File: src/rtl/mem_byte_engine_pkg.sv
// Shared constants for the cache-to-memory byte engine: request size codes,
// I/O region selector, FSM state encoding and read-data extension helper.
package mem_pkg;

  // len[1:0] size codes; len[LEN_SIGNED] requests sign extension on reads
  localparam logic [1:0]  LEN_BYTE   = 2'd0;
  localparam logic [1:0]  LEN_HALF   = 2'd1;
  localparam logic [1:0]  LEN_WORD   = 2'd2;
  localparam int unsigned LEN_SIGNED = 2;

  // addr[17:16] value selecting the I/O region
  localparam logic [1:0]  IO_SEL     = 2'b11;

  // FSM state encoding
  localparam logic [1:0]  IDLE       = 2'd0;
  localparam logic [1:0]  READ       = 2'd1;
  localparam logic [1:0]  WRITE      = 2'd2;

  // Index of the final byte of a transfer; size code 3 behaves as a word
  function automatic logic [1:0] last_byte(input logic [1:0] size);
    case (size)
      LEN_BYTE: last_byte = 2'd0;
      LEN_HALF: last_byte = 2'd1;
      default:  last_byte = 2'd3;
    endcase
  endfunction

  // Zero- or sign-fill the bytes above the transfer size
  function automatic logic [31:0] extend_read(input logic [31:0] raw,
                                              input logic [2:0]  len);
    logic fill;
    fill = 1'b0;
    case (len[1:0])
      LEN_BYTE: begin
        fill        = len[LEN_SIGNED] & raw[7];
        extend_read = {{24{fill}}, raw[7:0]};
      end
      LEN_HALF: begin
        fill        = len[LEN_SIGNED] & raw[15];
        extend_read = {{16{fill}}, raw[15:0]};
      end
      default: extend_read = raw;
    endcase
  endfunction

endpackage

File: src/rtl/mem_byte_engine.sv
// Responder side of the cache-to-memory request interface. Accepts one
// byte/half/word request and serialises it over the 8-bit RAM/IO bus,
// returning a one-cycle ready pulse (with read data) on completion.
module mem_byte_engine #(
  parameter int unsigned ADDR_W = 32,
  parameter logic [1:0]  IO_SEL = mem_pkg::IO_SEL
) (
  input  logic              clk_in,
  input  logic              rst_n_in,
  input  logic              rdy_in,
  input  logic              clear_in,
  input  logic              io_buffer_full,
  input  logic              waiting,
  input  logic              wr,
  input  logic [2:0]        len,
  input  logic [ADDR_W-1:0] addr,
  input  logic [31:0]       value,
  output logic              ready,
  output logic [31:0]       result,
  input  logic [7:0]        mem_din,
  output logic [7:0]        mem_dout,
  output logic [ADDR_W-1:0] mem_a,
  output logic              mem_wr
);
  import mem_pkg::*;

  logic [1:0]        state_q,    state_d;
  logic [1:0]        cnt_q,      cnt_d;
  logic              prime_q,    prime_d;
  logic              flush_q,    flush_d;
  logic [ADDR_W-1:0] base_q,     base_d;
  logic [2:0]        len_q,      len_d;
  logic [31:0]       wdata_q,    wdata_d;
  logic [31:0]       asm_q,      asm_d;
  logic [31:0]       result_q,   result_d;
  logic              ready_q,    ready_d;
  logic [ADDR_W-1:0] mem_a_q,    mem_a_d;
  logic [7:0]        mem_dout_q, mem_dout_d;
  logic              mem_wr_q,   mem_wr_d;

  logic [1:0] last_idx;
  logic [1:0] cnt_inc;
  logic       io_stall;

  assign last_idx = last_byte(len_q[1:0]);
  assign cnt_inc  = cnt_q + 2'd1;
  // Only write cycles are gated by the buffer; mem_wr_q is low outside WRITE
  assign io_stall = (base_q[17:16] == IO_SEL) && io_buffer_full;

  assign ready    = ready_q;
  assign result   = result_q;
  assign mem_a    = mem_a_q;
  assign mem_dout = mem_dout_q;
  assign mem_wr   = mem_wr_q & rdy_in & ~io_stall;

  // Next-state logic: request acceptance, read capture, write sequencing
  always_comb begin
    state_d    = state_q;
    cnt_d      = cnt_q;
    prime_d    = prime_q;
    flush_d    = flush_q;
    base_d     = base_q;
    len_d      = len_q;
    wdata_d    = wdata_q;
    asm_d      = asm_q;
    result_d   = result_q;
    ready_d    = 1'b0;
    mem_a_d    = mem_a_q;
    mem_dout_d = mem_dout_q;
    mem_wr_d   = mem_wr_q;

    case (state_q)
      IDLE: begin
        if (!clear_in && waiting && !ready_q) begin
          base_d  = addr;
          len_d   = len;
          wdata_d = value;
          cnt_d   = 2'd0;
          flush_d = 1'b0;
          mem_a_d = addr;
          if (wr) begin
            state_d    = WRITE;
            mem_dout_d = value[7:0];
            mem_wr_d   = 1'b1;
          end else begin
            state_d = READ;
            prime_d = 1'b1;
            asm_d   = '0;
          end
        end
      end

      // The first READ cycle only issues byte 0's address; each later cycle
      // captures byte cnt_q while the address two bytes ahead is driven.
      READ: begin
        if (clear_in) begin
          state_d = IDLE;
        end else if (prime_q) begin
          prime_d = 1'b0;
          if (last_idx != 2'd0)
            mem_a_d = base_q + ADDR_W'(1);
        end else begin
          asm_d[{cnt_q, 3'b000} +: 8] = mem_din;
          if (cnt_q == last_idx) begin
            state_d  = IDLE;
            ready_d  = 1'b1;
            result_d = extend_read(asm_d, len_q);
          end else begin
            cnt_d = cnt_inc;
            if (({1'b0, cnt_q} + 3'd2) <= {1'b0, last_idx})
              mem_a_d = base_q + ADDR_W'(cnt_q) + ADDR_W'(2);
          end
        end
      end

      // A flush during a write lets the store finish but drops its ready
      WRITE: begin
        if (clear_in)
          flush_d = 1'b1;
        if (!io_stall) begin
          if (cnt_q == last_idx) begin
            state_d  = IDLE;
            mem_wr_d = 1'b0;
            ready_d  = !(flush_q || clear_in);
          end else begin
            cnt_d      = cnt_inc;
            mem_a_d    = base_q + ADDR_W'(cnt_inc);
            mem_dout_d = wdata_q[{cnt_inc, 3'b000} +: 8];
          end
        end
      end

      default: begin
        state_d  = IDLE;
        mem_wr_d = 1'b0;
      end
    endcase
  end

  // State registers; rdy_in low freezes everything
  always_ff @(posedge clk_in or negedge rst_n_in) begin
    if (!rst_n_in) begin
      state_q    <= IDLE;
      cnt_q      <= '0;
      prime_q    <= 1'b0;
      flush_q    <= 1'b0;
      base_q     <= '0;
      len_q      <= '0;
      wdata_q    <= '0;
      asm_q      <= '0;
      result_q   <= '0;
      ready_q    <= 1'b0;
      mem_a_q    <= '0;
      mem_dout_q <= '0;
      mem_wr_q   <= 1'b0;
    end else if (rdy_in) begin
      state_q    <= state_d;
      cnt_q      <= cnt_d;
      prime_q    <= prime_d;
      flush_q    <= flush_d;
      base_q     <= base_d;
      len_q      <= len_d;
      wdata_q    <= wdata_d;
      asm_q      <= asm_d;
      result_q   <= result_d;
      ready_q    <= ready_d;
      mem_a_q    <= mem_a_d;
      mem_dout_q <= mem_dout_d;
      mem_wr_q   <= mem_wr_d;
    end
  end

endmodule
File: config.mk
export PLATFORM = sky130hd
export DESIGN_NAME = mem_byte_engine
export DESIGN_NICKNAME = d
export VERILOG_FILES = /design/src/rtl/mem_byte_engine_pkg.sv /design/src/rtl/mem_byte_engine.sv
export SDC_FILE = /design/constraint.sdc
export NUM_CORES = 1
export LEC_CHECK = 0
export CAP_MARGIN = 5
export CORE_MARGIN = 5
export CORE_UTILIZATION = 50
export DETAILED_ROUTE_END_ITERATION = 8
export GPL_TIMING_DRIVEN = 0
export PLACE_DENSITY_LB_ADDON = 0.1
export SYNTH_ARGS = -nofsm -noshare
export SYNTH_HDL_FRONTEND = slang
export SYNTH_SLANG_ARGS = --single-unit
export TNS_END_PERCENT = 20
File: constraint.sdc
create_clock -name clk_in -period 11 [get_ports clk_in]
set_input_delay 2.2 -clock clk_in [delete_from_list [all_inputs] [get_ports clk_in]]
set_output_delay 2.2 -clock clk_in [all_outputs]
set_load 0.03 [all_outputs]
==> results of run 1 <==
==> worst max-delay path: stages <==
cell	delay, ns
clkdlybuf4s50_1	0.55
nand3_1	0.17
and3_1	0.24
clkdlybuf4s50_1	0.61
==> flip-flops by register name, indices dropped and copies added (netlist names) <==
name and cells:
result 32, mem_wr_q 1, len_q 3, prime_q 1, asm_q 32, mem_a 32
cnt_q 2, flush_q 1, wdata_q 32, mem_dout 8, ready 1, state_q 2
base_q 32
==> kinds of logic (layout without fill, tap and decap cells) <==
logic type	Yosys count	in the layout	synth area share [%]
buffers and inverters	88	276	3.647
flip-flops	179	179	46.30
multiplexers	89	89	11.15
AND/OR/NAND/NOR	324	324	17.07
adder cells (fa/ha/maj)	19	19	2.612
XOR/XNOR	15	15	1.358
AO/OA/AOI/OAI	277	277	17.87
==> layout make-up <==
cell class              instances  area share, %
multi-input cells             724          39.79
repair buffers                156          13.01
flip-flops and latches        179          36.80
well taps                     260          2.673
clock buffers                  17          3.495
inverters                      23         0.7093
plain buffers                  65          2.190
clock inverters                15          1.326
==> metrics by stage <==
step / power [uW] / util (%) / setup slack, ns / cell area [um2] / hold slack, ns
global route: 3767 / 64.42 / 5.006 / 12170 / 0.4928
global placement: 2906 / 61.15 / 0.1439 / 11550 / 0.4543
detailed placement: 2932 / 61.32 / 5.041 / 11580 / 0.4633
floorplan: 2245 / - / 6.176 / 9676 / 0.4422
CTS: 3554 / 64.42 / 5.038 / 12170 / 0.4791
finish: 3562 / 64.42 / 5.029 / 12170 / 0.4749
==> power groups by stage <==
stage	Combinational, uW	Sequential [uW]	Clock (uW)
floorplan	934	1310	0
global placement	1780	1130	0
detailed placement	1800	1130	0
CTS	1810	1120	622
global route	1950	1160	651
finish	1820	1130	618
==> how the worst max path moves through the flow <==
| stage | start | end | cells past startpoint |
|---|---|---|---|
| floorplan | io_buffer_full | mem_wr | 2 |
| global placement | rst_n_in | wdata_q[22] | 1 |
| detailed placement | io_buffer_full | mem_wr | 4 |
| CTS | io_buffer_full | mem_wr | 4 |
| global route | io_buffer_full | mem_wr | 4 |
| finish | io_buffer_full | mem_wr | 4 |
==> cells in the mapped netlist, types with 5 or more instances <==
cell,number,area (um2)
a21o_1,7,52.55
a21oi_1,79,395.4
xnor2_1,9,78.83
o21ai_0,87,435.4
buf_1,10,37.54
nor3_1,14,70.07
and2_1,5,31.28
mux4_2,8,180.2
buf_2,12,60.06
o31ai_1,6,45.04
mux2i_1,11,110.1
a2bb2oi_1,8,70.07
a211oi_1,5,37.54
nand2_1,106,397.9
and4_1,7,61.31
a221oi_1,10,87.58
nand3_1,19,95.09
o211ai_1,8,60.06
nand4_1,25,156.4
o22a_1,10,87.58
ha_1,17,212.7
xor2_1,6,52.55
a221o_1,6,60.06
nor2_1,57,214.0
mux2_2,70,788.3
a31oi_1,17,106.4
and3_1,12,75.07
inv_1,23,86.33
nor2b_1,34,212.7
dfrtp_1,179,4479
nand2b_1,17,106.4
clkbuf_1,42,157.7
==> cells in the final DEF, fill, tap and decap left out, types with 9 or more instances in the layout <==
cell             instances
a21oi_1                 79
a221oi_1                10
a31oi_1                 17
and3_1                  12
buf_1                   10
buf_2                   12
clkbuf_1                42
clkbuf_16               17
clkdlybuf4s50_1        154
dfrtp_1                179
ha_1                    17
inv_1                   23
mux2_2                  70
mux2i_1                 11
nand2_1                106
nand2b_1                17
nand3_1                 19
nand4_1                 25
nor2_1                  57
nor2b_1                 34
nor3_1                  14
o21ai_0                 87
o22a_1                  10
xnor2_1                  9
==> metal layers <==
layer  vias to the layer above  wire length [um]
li1                       3975                 -
met3                        45              2589
met1                      4188             13730
met4                         0               533
met2                       366             13400
met5                         -                 0
==> metrics.cfg, run 1 <==
[worst_hold_path]
hold_path_class=reg2reg
hold_depth=2
hold_path.startpoint=asm_q[13]
worstHoldEndpoint=asm_q[13]

[synth]
synth.distinct_cells=69
async_reset_ff_share_pct=100.0
ys_ff_latch=179
syn_nets=1092
yosys_warnings=0
synth_flop_cell=dfrtp_1
seq_area_frac_synth_pct=46.30
syn_area_per_cell_um2=9.763
netlist_instances=991
synth_edf_count=0
syn-cell-area_um2=9676

[floorplan]
rows=50
start_util_pct=51.21
num_io_pins=156
dieArea_um2=22230
die_w_um=149.1
core_um2=18890
die_height_um=149.1

[route]
drt_iter0_markers=709
wire_per_inst_um=21.02
num_vias=8574
routed_via_density=5.958
ant_nets=0
wl_mm=30.25
drcViolationCount=0
firstDrtPassIters=6

[global_routing]
use_met2_pct=40.03
grt_pass1_wl_mm=47.23
grtUsageMet3_pct=7.566
grtUsageMet1_pct=39.95
grt_pass1_vias=8298
grt_antenna_before_repair=0
grt_max_degree=121
grt-busiest-layer=met2
grt_usage_pct=27.26
grt_overflow=0

[worst_setup_path]
ff2ff_path_depth=12
critical_path_class=in2out
r2r_slack_ns=6.18
rr_endpoint=mem_a[16]
cp-end-kind=output pin
startpoint_type=primary input
worst_ep_required_time_ns=8.80
arrival_ns=3.77
r2r_start=cnt_q[0]
cp_max_fo=3

[placed_design]
dp.cells=1407
gp_congestion=0.9709
hpwl_mm=21.68
portBuffers=155

[job]
max-cap-violations=0

[power]
p_seq_share_pct=31.6
total_leakage_power_uw=0.004938
ir_drop_uv=149.7
power_frac_comb_pct=51.0
p_switching_uw=1608
switching_share_pct=45.14
clkPwrFrac_pct=17.3
p_int_uw=1954
power.density_nw_per_um2=292.7

[sta]
worst_pin_slew_ns=0.9061
finClkSkew_ns=0.01349
timing.setup.tns_ns=0
fin_crit_sh_pct=54.28
final_max_slew_viol_count=0
final-setup-viol-count=0
max_freq_ghz=0.1675
period_needed_ns=5.971
hold_viol_final=0
grt_setup_unrepaired=no
slew_headroom_pct=39.19

[clock_tree]
clock-sinks=179
post_cts_buffers=0
root_buffer=clkbuf_16
cts_max_level=4
cts_hold_buf=0
cts_resized=0
clk_transition_reported_paths_ns=0.07
clockBufferDepth=2
numCtsBuffers=17
clock_latency_ns=0.45
cts_tree=yes

[layout]
nNetsFinal=1267
fill_cells=1644
drive_above_1_share_pct=11.54
seqCellArea_um2=4479
multiInputGateArea_um2=4843
antenna_cells=0
fin_cells=1439
synthToLayoutAreaGrowth_pct=25.80

[run_status]
status=completed

Power figures use the tool's default switching activity.
==> run 2, diff against run 1 <==
==> constraint.sdc (replaced) <==
create_clock -name clk_in -period 5.6 [get_ports clk_in]
set_input_delay 1.12 -clock clk_in [delete_from_list [all_inputs] [get_ports clk_in]]
set_output_delay 1.12 -clock clk_in [all_outputs]
set_load 0.03 [all_outputs]
==> results of run 2 <==
Same layout as run 1 (identical final DEF). Status: completed.
Main changes from that run: setup slack after placement 5.041 ns -> 0.8477 ns; setup slack after layout 5.029 ns -> 0.7850 ns; start point of the critical path io_buffer_full -> cnt_q[0]; end point of the critical path mem_wr -> mem_a[16]; register-to-register setup slack 6.18 ns -> 0.78 ns; total power 3562 uW -> 6998 uW; worst IR drop on VDD 149.7 uV -> 294.1 uV
==> run 3, diff against run 2 <==
--- a/config.mk
+++ b/config.mk
@@ -11,6 +11,7 @@
 export DETAILED_ROUTE_END_ITERATION = 8
 export GPL_TIMING_DRIVEN = 0
 export PLACE_DENSITY_LB_ADDON = 0.1
+export REMOVE_ABC_BUFFERS = 1
 export SYNTH_ARGS = -nofsm -noshare
 export SYNTH_HDL_FRONTEND = slang
 export SYNTH_SLANG_ARGS = --single-unit
==> constraint.sdc (replaced) <==
create_clock -name clk_in -period 5.6 [get_ports clk_in]
set_input_delay 0.84 -clock clk_in [delete_from_list [all_inputs] [get_ports clk_in]]
set_output_delay 0.84 -clock clk_in [all_outputs]
set_load 0.03 [all_outputs]
==> run 3 against run 2 <==
Sequential power up 5%. Flip-flop and latch count unchanged. Clock power shrank 5%. Critical endpoint is now mem_a[24].
==> metrics.cfg, run 3 (synthesis results as in run 1) <==
[clock_tree]
cts_tree=yes
post_cts_buffers=0
root_buffer=clkbuf_16
cts_hold_buf=0
clockBufferDepth=2
numCtsBuffers=17
cts_resized=0
clock-sinks=179
clk_transition_reported_paths_ns=0.07
cts_max_level=4
clock_latency_ns=0.43

[power]
power.density_nw_per_um2=560.9
power_frac_comb_pct=48.4
switching_share_pct=42.64
power_uw=6738
p_int_uw=3865
p_seq_share_pct=34.5
p_switching_uw=2873
ir_drop_uv=295.1
clkPwrFrac_pct=17.1
total_leakage_power_uw=0.004869

[worst_setup_path]
critical_path_class=reg2reg
cpMaxStageDelayCell=dfrtp_1
cp_slowest_stage_delay_ns=0.95
cp_max_fo=17
cpMostUsedCell=inv_1
path_cells=inv_1 > ha_1 > inv_1 > fa_1 > and4b_1 > or4b_1 > o21ai_0 > a31oi_1 > a221o_1
cp-end-kind=register
arrival_ns=5.08
cp_num_buf_inv=2
worst_ep_required_time_ns=5.91
startpoint_type=register
cp_top_family=adder cells

[layout]
drive_above_1_share_pct=11.72
fin_cells=1379
layout_common_cells=179 x dfrtp_1, 154 x clkdlybuf4s50_1, 105 x nand2_1
final_common_cell=dfrtp_1
synthToLayoutAreaGrowth_pct=24.16
nNetsFinal=1208

[sta]
hold_viol_final=0
max_freq_ghz=0.2097
worst_pin_slew_ns=1.201
timing.hold.ws_ns=0.3956
fin_crit_sh_pct=85.14
fin_ws_ns=0.8324
period_needed_ns=4.768
grt_setup_unrepaired=no
timing.setup.tns_ns=0
finClkSkew_ns=0.01422
final_max_slew_viol_count=0
slew_headroom_pct=19.83
final-setup-viol-count=0

[global_routing]
grt_pass1_wl_mm=42.70
grt_usage_pct=23.85
grt_overflow=0
grt_max_degree=93
grt_antenna_before_repair=1
grt_pass1_vias=8062

[placed_design]
dp.cells=1347
portBuffers=155
pre_cts_ws_ns=0.8113
hpwl_mm=17.64
gp_congestion=0.9047

[route]
firstDrtPassIters=5
drt_iter0_markers=597
drcViolationCount=0
num_vias=8112
routed_via_density=5.883
ant_nets=0
wl_mm=25.73
wire_per_inst_um=18.66

[job]
max-cap-violations=0

[run_status]
status=completed

[floorplan]
start_util_pct=51.21
core_um2=18890
num_io_pins=156
die_height_um=149.1
rows=50
die_w_um=149.1
dieArea_um2=22230

[worst_hold_path]
hold_path_class=in2async

-- run 3: cell type report --
class | instances | area, um2
clock inverter | 11 | 101.3
inverter | 23 | 86.33
tap | 260 | 325.3
multi-input combinational | 724 | 4888
sequential | 179 | 4479
fill | 1649 | 6880
timing repair buffer | 162 | 1677
antenna | 1 | 2.502
clock buffer | 19 | 452.9
-- run 3: power by group through the flow --
stage | Sequential (uW) | Combinational, uW | Clock (uW)
3_5_place_dp | 2340 | 3240 | 0
5_1_grt | 2420 | 3560 | 1230
6_report | 2320 | 3260 | 1150
2_1_floorplan | 2660 | 1670 | 0
3_3_place_gp | 2330 | 3150 | 0
4_1_cts | 2320 | 3260 | 1170
-- run 3: worst paths after layout --
path / cells after the start / to / from / slack, ns
worst max-delay path: 9 / mem_a[24] / cnt_q[0] / 0.83
worst min-delay path: 1 / result[9] / rst_n_in / 0.40
worst max register to register: 9 / mem_a[24] / cnt_q[0] / 0.83
worst min register to register: 2 / asm_q[8] / asm_q[8] / 0.47
max in group asynchronous: 2 / base_q[19] / rst_n_in / 4.34
min in group clk_in: 2 / asm_q[8] / asm_q[8] / 0.47
-- run 3: worst register-to-register path: stages, from the launching register on --
cell and delay [ns]:
dfrtp_1 0.95, inv_1 0.35, ha_1 0.81, inv_1 0.30, fa_1 0.55, and4b_1 0.45
or4b_1 0.56, o21ai_0 0.20, a31oi_1 0.14, a221o_1 0.35
-- run 3: per-stage QoR --
step / area (um2) / util, %
after floorplan: 9409 / -
after global placement: 11290 / 59.74
after detailed placement: 11430 / 60.49
after CTS: 11980 / 63.42
after global routing: 12010 / 63.58
final: 12010 / 63.58
-- run 3: metal layers --
layer,track usage (%),share of wire (%)
met4,5.584,1.2
met1,31.85,43
met2,40.42,50
met3,4.588,5.6
met5,0,0
